## src/rtl/logic_gate_pipe_pkg.sv

```systemverilog
// +-----------------------------------------------------------------------------+
// | Module      : logic_gate_pkg                                                 |
// | Description : Shared types and helpers for the registered gate pipeline:    |
// |               gate-op encoding, reduction-flag bundle, per-lane gate eval.   |
// | Revision    : 1.0 - initial release                                          |
// +-----------------------------------------------------------------------------+
`default_nettype none

package logic_gate_pkg;

    localparam int OP_W    = 3;
    localparam int FLAGS_W = 3;

    typedef enum logic [OP_W-1:0] {
        OP_AND   = 3'd0,
        OP_NAND  = 3'd1,
        OP_OR    = 3'd2,
        OP_NOR   = 3'd3,
        OP_XOR   = 3'd4,
        OP_XNOR  = 3'd5,
        OP_NOTA  = 3'd6,
        OP_PASSA = 3'd7
    } gate_op_e;

    // Packed so it can ride directly in a pipeline payload: {all1, all0, par}.
    typedef struct packed {
        logic all1;
        logic all0;
        logic par;
    } flags_t;

    // Single-lane gate evaluation. The datapath applies it across every bit
    // lane, which keeps the helper independent of the operand width.
    function automatic logic gate_eval(gate_op_e op, logic a, logic b);
        logic y;
        case (op)
            OP_AND:   y = a & b;
            OP_NAND:  y = ~(a & b);
            OP_OR:    y = a | b;
            OP_NOR:   y = ~(a | b);
            OP_XOR:   y = a ^ b;
            OP_XNOR:  y = ~(a ^ b);
            OP_NOTA:  y = ~a;
            default:  y = a;
        endcase
        return y;
    endfunction

    // Identity element for the flag fold: an empty vector is all-ones,
    // all-zeros and even parity until the first lane is folded in.
    function automatic flags_t flags_seed();
        flags_t f;
        f.all1 = 1'b1;
        f.all0 = 1'b1;
        f.par  = 1'b0;
        return f;
    endfunction

    // Fold one result lane into the running reduction flags.
    function automatic flags_t reduce_flags(flags_t acc, logic y);
        flags_t f;
        f.all1 = acc.all1 & y;
        f.all0 = acc.all0 & ~y;
        f.par  = acc.par ^ y;
        return f;
    endfunction

endpackage

`default_nettype wire

```

## src/rtl/logic_gate_pipe_stage.sv

```systemverilog
// +-----------------------------------------------------------------------------+
// | Module      : pipe_stage                                                     |
// | Description : Generic valid/ready register slice. Loads when empty or when  |
// |               its current beat is being taken downstream, so a lone beat    |
// |               always moves forward into an empty slot.                      |
// | Revision    : 1.0 - initial release                                          |
// +-----------------------------------------------------------------------------+
`default_nettype none

module pipe_stage #(
    parameter int DATA_W = 8
) (
    input  logic              clk,
    input  logic              rst_n,
    input  logic              in_valid,
    output logic              in_ready,
    input  logic [DATA_W-1:0] in_data,
    output logic              out_valid,
    input  logic              out_ready,
    output logic [DATA_W-1:0] out_data
);

    logic              valid_q;
    logic              valid_d;
    logic [DATA_W-1:0] data_q;
    logic [DATA_W-1:0] data_d;
    logic              load;

    // Next-state: accept a new beat (or a bubble) whenever the slot frees up;
    // payload only changes on a real handshake so idle inputs never leak in.
    always_comb begin
        load    = ~valid_q | out_ready;
        valid_d = valid_q;
        data_d  = data_q;
        if (load) begin
            valid_d = in_valid;
            if (in_valid) begin
                data_d = in_data;
            end
        end
    end

    // Slot register; reset drops any held beat immediately.
    always_ff @(posedge clk or negedge rst_n) begin
        if (!rst_n) begin
            valid_q <= 1'b0;
            data_q  <= '0;
        end else begin
            valid_q <= valid_d;
            data_q  <= data_d;
        end
    end

    assign in_ready  = load;
    assign out_valid = valid_q;
    assign out_data  = data_q;

endmodule

`default_nettype wire

```

## src/rtl/logic_gate_pipe.sv

```systemverilog
// +-----------------------------------------------------------------------------+
// | Module      : logic_gate_pipe                                                |
// | Description : Two-stage valid/ready pipeline applying a runtime-selected    |
// |               bitwise gate to WIDTH-bit operands, with registered reduction |
// |               flags and a saturating completed-transfer counter.            |
// | Revision    : 1.0 - initial release                                          |
// +-----------------------------------------------------------------------------+
`default_nettype none

module logic_gate_pipe
    import logic_gate_pkg::*;
#(
    parameter int WIDTH = 8,
    parameter int CNT_W = 16
) (
    input  logic             clk,
    input  logic             rst_n,
    input  logic             in_valid,
    output logic             in_ready,
    input  logic [WIDTH-1:0] in_a,
    input  logic [WIDTH-1:0] in_b,
    input  logic [2:0]       in_op,
    output logic             out_valid,
    input  logic             out_ready,
    output logic [WIDTH-1:0] out_y,
    output logic             out_all1,
    output logic             out_all0,
    output logic             out_par,
    output logic [CNT_W-1:0] xfer_cnt,
    input  logic             cnt_clr
);

    // Stage-1 payload {op, b, a}; stage-2 payload {flags, y}.
    localparam int S1_W = OP_W + 2 * WIDTH;
    localparam int S2_W = FLAGS_W + WIDTH;
    localparam logic [CNT_W-1:0] CNT_MAX = '1;

    logic [S1_W-1:0]  s1_in_data;
    logic [S1_W-1:0]  s1_data;
    logic             s1_valid;
    logic             s2_ready;
    logic [S2_W-1:0]  s2_in_data;
    logic [S2_W-1:0]  s2_data;

    gate_op_e         eval_op;
    logic [WIDTH-1:0] eval_a;
    logic [WIDTH-1:0] eval_b;
    logic [WIDTH-1:0] eval_y;
    flags_t           eval_flags;

    logic [CNT_W-1:0] xfer_cnt_q;
    logic [CNT_W-1:0] xfer_cnt_d;

    assign s1_in_data = {in_op, in_b, in_a};

    pipe_stage #(
        .DATA_W (S1_W)
    ) u_stage1 (
        .clk       (clk),
        .rst_n     (rst_n),
        .in_valid  (in_valid),
        .in_ready  (in_ready),
        .in_data   (s1_in_data),
        .out_valid (s1_valid),
        .out_ready (s2_ready),
        .out_data  (s1_data)
    );

    // Stage-2 evaluation: apply the captured op lane by lane and fold the
    // flags from the very result that gets registered, so they always agree.
    always_comb begin
        eval_a     = s1_data[WIDTH-1:0];
        eval_b     = s1_data[2*WIDTH-1:WIDTH];
        eval_op    = gate_op_e'(s1_data[S1_W-1 -: OP_W]);
        eval_y     = '0;
        eval_flags = flags_seed();
        for (int i = 0; i < WIDTH; i++) begin
            eval_y[i]  = gate_eval(eval_op, eval_a[i], eval_b[i]);
            eval_flags = reduce_flags(eval_flags, eval_y[i]);
        end
    end

    assign s2_in_data = {eval_flags, eval_y};

    pipe_stage #(
        .DATA_W (S2_W)
    ) u_stage2 (
        .clk       (clk),
        .rst_n     (rst_n),
        .in_valid  (s1_valid),
        .in_ready  (s2_ready),
        .in_data   (s2_in_data),
        .out_valid (out_valid),
        .out_ready (out_ready),
        .out_data  (s2_data)
    );

    assign out_y    = s2_data[WIDTH-1:0];
    assign out_all1 = s2_data[WIDTH+2];
    assign out_all0 = s2_data[WIDTH+1];
    assign out_par  = s2_data[WIDTH];

    // Counter next-state: clear wins over a same-cycle transfer; otherwise
    // count each output handshake and stick at the maximum value.
    always_comb begin
        xfer_cnt_d = xfer_cnt_q;
        if (cnt_clr) begin
            xfer_cnt_d = '0;
        end else if (out_valid && out_ready && (xfer_cnt_q != CNT_MAX)) begin
            xfer_cnt_d = xfer_cnt_q + CNT_W'(1);
        end
    end

    // Completed-transfer counter register.
    always_ff @(posedge clk or negedge rst_n) begin
        if (!rst_n) begin
            xfer_cnt_q <= '0;
        end else begin
            xfer_cnt_q <= xfer_cnt_d;
        end
    end

    assign xfer_cnt = xfer_cnt_q;

endmodule

`default_nettype wire
```

## config.mk

```make
export PLATFORM = sky130hd
export DESIGN_NAME = logic_gate_pipe
export DESIGN_NICKNAME = d
export VERILOG_FILES = /design/src/rtl/logic_gate_pipe_pkg.sv /design/src/rtl/logic_gate_pipe_stage.sv /design/src/rtl/logic_gate_pipe.sv
export SDC_FILE = /design/constraint.sdc
export NUM_CORES = 1
export LEC_CHECK = 0
export ABC_AREA = 1
export CAP_MARGIN = 15
export CORE_MARGIN = 1
export CORE_UTILIZATION = 47
export DETAILED_ROUTE_END_ITERATION = 12
export PLACE_DENSITY = 0.7
export RECOVER_POWER = 100
export SYNTH_ARGS = -nofsm -noshare
export SYNTH_HDL_FRONTEND = slang
export SYNTH_SLANG_ARGS = --single-unit
```

## constraint.sdc

```tcl
create_clock -name clk -period 2.61 [get_ports clk]
set_input_delay 0.522 -clock clk [delete_from_list [all_inputs] [get_ports clk]]
set_output_delay 0.522 -clock clk [all_outputs]
set_load 0.03 [all_outputs]
```

==> results of run 1 <==
[repair_timing]
item                                    in CTS  in global routing
resized for setup                            0                  3
hold endpoints to repair                     0                  0
endpoints found under the setup margin       0                  1
[worst min-delay path by stage]
stage          cells past startpoint            startpoint  slack [ns]                     to
3_3_place_gp                       2  u_stage2.out_data[6]        0.47   u_stage2.out_data[6]
2_1_floorplan                      0                 rst_n        0.23   u_stage1.out_data[0]
5_1_grt                            2  u_stage2.out_data[3]        0.52   u_stage2.out_data[3]
6_report                           2  u_stage2.out_data[7]        0.48   u_stage2.out_data[7]
4_1_cts                            1                 rst_n        0.23  u_stage1.out_data[11]
3_5_place_dp                       2  u_stage2.out_data[6]        0.47   u_stage2.out_data[6]
[cell families after synthesis]
family          Yosys count  share of synthesized area [%]
xor+xnor                  1                          0.270
fa+ha+maj                19                           7.32
flops                    48                           37.0
compound gates           70                           11.6
buf+inv                  85                           11.3
simple gates            247                           32.6
[routing by layer]
metal	up-vias	GRT usage (%)
li1	1631	-
met1	1456	29.5
met2	69	42.0
met3	15	3.50
met4	0	8.47
met5	-	0
[power breakdown]
group | internal (mW) | switching (mW)
clock network | 0.192 | 0.260
logic | 0.410 | 0.727
registers | 0.860 | 0.0842
total | 1.46 | 1.07
[critical path: cells and delay by family]
kind                   cells  cell delay [ns]
buffers and inverters      3             1.35
and+or+nand+nor            1             0.10
[placed cells by master (no fill, tap or decap), types with 7 or more instances in the layout]
| master | n |
|---|---|
| nand2_1 | 110 |
| inv_1 | 67 |
| nor2_1 | 62 |
| nand3_1 | 51 |
| dfrtp_1 | 47 |
| o21ai_0 | 31 |
| dlygate4sd3_1 | 30 |
| a21oi_1 | 28 |
| clkdlybuf4s50_1 | 21 |
| ha_1 | 19 |
| buf_4 | 10 |
| nand4_1 | 7 |
[registers in the layout (all words and copies together) (netlist names)]
register and flops:
u_stage1.out_data 19, xfer_cnt 16, u_stage2.out_data 11, u_stage1.out_valid 1, u_stage2.out_valid 1
[per-stage QoR]
stage	setup WS, ns	hold slack (ns)
4_1_cts	0.221	0.231
3_3_place_gp	0.272	0.467
2_1_floorplan	0.435	0.226
3_5_place_dp	0.243	0.470
6_report	0.115	0.480
5_1_grt	0.0775	0.521
[cell type report]
cell class	count	area, um2
inverters	69	259
well taps	77	96.3
flip-flops and latches	48	1200
repair buffers	66	607
clock inverters	1	8.76
clock buffers	7	76.3
multi-input cells	337	1680
fillers	644	2560
==> metrics list, run 1 <==
- In this run, the number of DRC markers left after iteration 0 of detailed routing was 113.
- Averaged over all synthesized cells, the footprint is 6.91 um2.
* I/O Buffers: 52
- Metal-1 WL: 3650 um
- Measured along the y axis, the die boundary spans 85.1 um.
- Warning count from the yosys run: 0
* Total standard cell area after synthesis: 3250 um2
* Sequential fraction of the synthesis area: 37.0%
* CTS tree: built
- In the post-synthesis netlist, the cell with the most instances is nand2_1.
- For this run, design rule violations remaining after detail routing come to 0.
- #FFs+latches synth: 48
- Cell taking the most area after synthesis: dfrtp_1
- Crit path capture: in_ready
* Routed length on met3: 259 um
- Last weighted congestion value of the routability-driven placer: 0.903
- Max-cap viol count: 0
- The final max-slew violation count was 0.
* Total Routing Usage GR: 23.7%
- Final Util: 60.5%
* DRT Pass-1 Iters: 4
- In this run the critical register-to-register path is captured at u_stage2.out_data[8].
* Post-detailed-placement cell area: 3870 um2
* Crit path DAT: 1.97 ns
* Number of clock buffers inserted by TritonCTS: 5
* Deepest level of the CTS H-tree: 2
- The worst setup path is captured at an output pin.
- In this run the power density over the cells is 645 nW/um2.
- For this design, the slowest cell found on the critical path is dlygate4sd3_1.
* Unique masters post-synth: 29
* Number of setup buffers added after CTS: 0
* CTS sink cnt: 48
- Post-route insts no fill: 605
* Worst min path class: flop to flop
* Register-to-Register Setup Slack: 0.26 ns
- Syn_nets: 513
- The share of synthesized area in the top cell type comes to 37.0%.
- Once the floorplan was initialized, standard cells occupied 50.0% of the core.
- Using the TritonRoute via totals, the vias-per-cell ratio works out to 5.24.
- Top Layer Used: met4
- Detailed-route wire length per cell: 13.2 um
* Worst-case vdd ir drop: 300 uV
- Clock slew seen by the registers of the worst setup and hold paths: 0.09 ns
- Required time worst endpoint: 2.09 ns
* Setup repair after global routing missed its margin: no
- The worst register-to-register path begins at u_stage1.out_data[17].
- Detailed placement ended at an HPWL of 6030 um.
* Most prevalent standard cell on the critical path: dlygate4sd3_1
- Clock skew on the completed layout was measured at 0.00855 ns.
- The analysis attributes to cell leakage a power of 2.06 nW.
- Clock network latency to the later pin of the worst-skew pair: 0.31 ns
- Top cell types by occurrence after synthesis: 110 x nand2_1, 66 x inv_1, 63 x nor2_1, 50 x nand3_1, 48 x dfrtp_1
- Nets: 570
* Post-route antenna net violation count: 0
- Core footprint: 6490 um2
- The repair_antennas step left the layout with diodes totalling 0.
- Maximum clock insertion buffer count: 2
- Crit. Startpoint: out_ready
* Worst Path Class, Setup: primary input to output pin
- The finished cells cover 3930 um2.
- Cell-by-cell trace of the critical path: dlygate4sd3_1 > inv_1 > nand3_1 > dlygate4sd3_1
- In the synthesized netlist the async set-or-reset flop fraction comes to 100%.
- Cell total after placement: 597
- After global routing the overflow that remains totals 0.
- Synthesis-to-layout area growth: 21.1%
* Initial antenna violation count: 0
- Share of cells above drive strength 1: 5.87%
- Vias in the first global route: 3,031
- In the detailed route, the total length drawn on met2 is 3900 um.
- The detailed router placed 3,171 vias in this run.
- Number of placement rows: 29
- Power consumption: 2.53 mW
- Most used flip-flop cell after synthesis: dfrtp_1
- Maximum number of pins on one net before global-route repair: 40
- Status: finished, final reports clean
- Headroom to the max-slew limit came out at 9.28%.
- Highest Clock Rate: 0.401 GHz
- First-pass GRT wire length: 13,800 um
- The count of final hold-check violations was 0.
- Setup violations remaining at the end of the flow were counted as 0.
- From left edge to right edge, the die measures 85.1 um.
* Number of standard cells after synthesis: 470
- Boundary pin count: 53
- Yosys attributes the largest share of cell area to dfrtp_1 37%, nand2_1 13%, nand3_1 7.7%, inv_1 7.6%, ha_1 7.3%.
- STA classifies the critical path startpoint as a primary input.
* Setup TNS: 0 ns
* Post-synth EDFFs: 0
- In the finished design, the share of the clock period the worst path needs comes to 95.6%.
- Cell at the root of the clock tree: clkbuf_8
* Routed wire length: 7990 um
* Largest stage delay, worst path: 0.76 ns
- Clock period minus worst slack: 2.49 ns
- Transition time at the pin with the least slew margin: 1.36 ns
- Buffers inserted to repair hold after CTS numbered 0.
* Crit-path max FO: 3
- The floorplan step defined a die boundary enclosing 7240 um2.
* Worst reg-to-reg path cell count: 15
(Power assumes the default switching activity.)
==> run 2, diff against run 1 <==
Settings changed: CTS_CLUSTER_DIAMETER set to 30.
Clock period 2.61 ns to 2.7 ns, I/O delays scaled along.
==> metrics list, run 2 (synthesis results as in run 1) <==
- The flow ran to the end, and the final reports show no timing, DRC or antenna violations.
- Die height: 85.1 um
- The critical path goes through dlygate4sd3_1 > inv_1 > nand3_1 > dlygate4sd3_1.
- The floorplan step defined a core boundary enclosing 6490 um2.
* Total gr overflow: 0
* Worst min path class: flop to flop
* DRT Pass-1 Iters: 5
- Post-route insts no fill: 604
- Nets: 569
- Total DRC errors in the routed layout: 0
- Maximum clock insertion buffer count: 2
- Registers take 1200 um2.
- Initial Util: 50.0%
- The final max-slew violation count was 0.
- Detailed placement ended at an HPWL of 5860 um.
- CTS sink cnt: 48
- Transition time at the pin with the least slew margin: 1.20 ns
- Post-detailed-placement cell area: 3860 um2
* Highest Clock Rate: 0.397 GHz
* Total Routing Usage GR: 23.2%
- 53 I/O pins were placed.
- The setup check on the worst reg-to-reg path leaves a slack of 0.35 ns.
* CTS resizes: 0
- Cell at the root of the clock tree: clkbuf_8
- Areal power density over the cells: 646 nW/um2
- Leading cell type in the layout, fill and taps excluded: nand2_1
- Once detail routing completed, the nets flagged for antenna violations numbered 0.
* Synthesis-to-layout area growth: 21.7%
* Combined area of the multi-input logic cells: 1670 um2
- The number of setup buffers added after CTS is 0.
- CTS tree: built
- Among the stages of the critical path, the cell type that occurs most often is dlygate4sd3_1.
- Max_slew headroom: 19.8%
- The number of buffers and inverters on the critical path is 3.
* Share of cells above drive strength 1: 5.50%
- STA classifies the critical path endpoint as an output pin.
* Leakage power of the design: 2.08 nW
- Setup repair after global routing left no endpoint under its margin.
* Most used cells in the layout excluding fill and tap cells: 110 x nand2_1, 67 x inv_1, 64 x nor2_1
* Number of buffers inserted for hold repair after clock tree synthesis: 0
- In this design, the stage delay of the slowest critical-path cell is 0.75 ns.
* Number of clock buffers inserted by TritonCTS: 5
* Via Count: 3,143
- Maximum number of pins on one net before global-route repair: 49
* First-pass GRT wire length: 13,500 um
* Top Family by Delay on Critical Path: buffers and inverters
* Required time worst endpoint: 2.16 ns
- The worst path in the final design needs a cycle of 2.52 ns, including I/O delays and setup.
* Worst Path Class, Setup: primary input to output pin
- I/O Buffers: 52
- Setup TNS: 0 ns
- The initialized floorplan defines 29 standard-cell rows.
- Area of the die: 7240 um2
* Drt initial violations: 151
* Last weighted congestion value of the routability-driven placer: 0.876
- Initial antenna violation count: 0
- Crit-path max FO: 3
- In this run the number of H-tree levels came out at 2.
- Clock network latency to the later pin of the worst-skew pair: 0.30 ns
* Filler Cell Count: 622
- Crit path DAT: 1.98 ns
- Fin crit share: 93.2%
- The worst setup path is launched from a primary input.
- Setup violations remaining at the end of the flow were counted as 0.
- Width of the chip: 85.1 um
- Cell total after placement: 596
- Hold is met by 0.484 ns.
- Wires add up to 7780 um.
* Worst-case vdd ir drop: 284 uV
* Cell area after layout: 3950 um2
* Post-route clock skew: 0.00892 ns
* Clock slew seen by the registers of the worst setup and hold paths: 0.10 ns
- The count of final hold-check violations was 0.
* Number of antenna cells inserted: 0
- For this design, the slowest cell found on the critical path is dlygate4sd3_1.
* Detailed-route wire length per cell: 12.9 um
- The number of global-route vias before repair came to 3,056.
* Max-cap viol count: 0
- Flip-flop count of the largest register after layout: 19
- Via density per instance: 5.20
-- run 2: power breakdown --
group | internal [mW] | switching, mW | leakage, nW
logic | 0.393 | 0.699 | 1.42
clock network | 0.303 | 0.249 | 0.0614
registers | 0.831 | 0.0781 | 0.595
-- run 2: per-stage QoR --
step                      power [mW]  utilization [%]  setup WS (ns)
after global placement          2.03             59.5          0.324
after CTS                       2.61             61.3          0.311
after global routing            2.75             60.8         0.0898
after detailed placement        2.06             59.5          0.312
after floorplan                 1.68                -          0.525
final                           2.55             60.8          0.183
-- run 2: cell type report --
class,instances,share of cell area [%]
clock buffers,6,2.09
clock inverters,2,0.982
inverters,69,6.55
multi-input cells,337,42.3
flip-flops and latches,48,30.4
well taps,77,2.44
repair buffers,65,15.2
-- run 2: worst min-delay path, cell delays in order, from the launching register on --
cell and delay (ns):
dfrtp_1 0.35, nand2_1 0.05, o21ai_0 0.05
-- run 2: path summary, 6_finish.rpt --
kind,startpoint,endpoint,cells past startpoint
worst max-delay path,out_ready,in_ready,4
worst min-delay path,u_stage2.out_data[4],u_stage2.out_data[4],2
worst max register to register,u_stage1.out_data[16],u_stage2.out_data[8],15
worst min register to register,u_stage2.out_data[4],u_stage2.out_data[4],2
max in group asynchronous,rst_n,u_stage1.out_data[12],2
min in group asynchronous,rst_n,u_stage1.out_data[3],2
-- run 2: per-layer routing --
layer / global-route usage [%] / routed length, um
met5: 0 / 0
met4: 7.55 / 185
met3: 3.40 / 250
met2: 41.9 / 3800
met1: 28.3 / 3540
==> run 3, diff against run 2 <==
Settings changed: SLEW_MARGIN set to 40.
==> results of run 3 <==
Same layout as run 2: the final DEF is identical, and so are final timing and power.
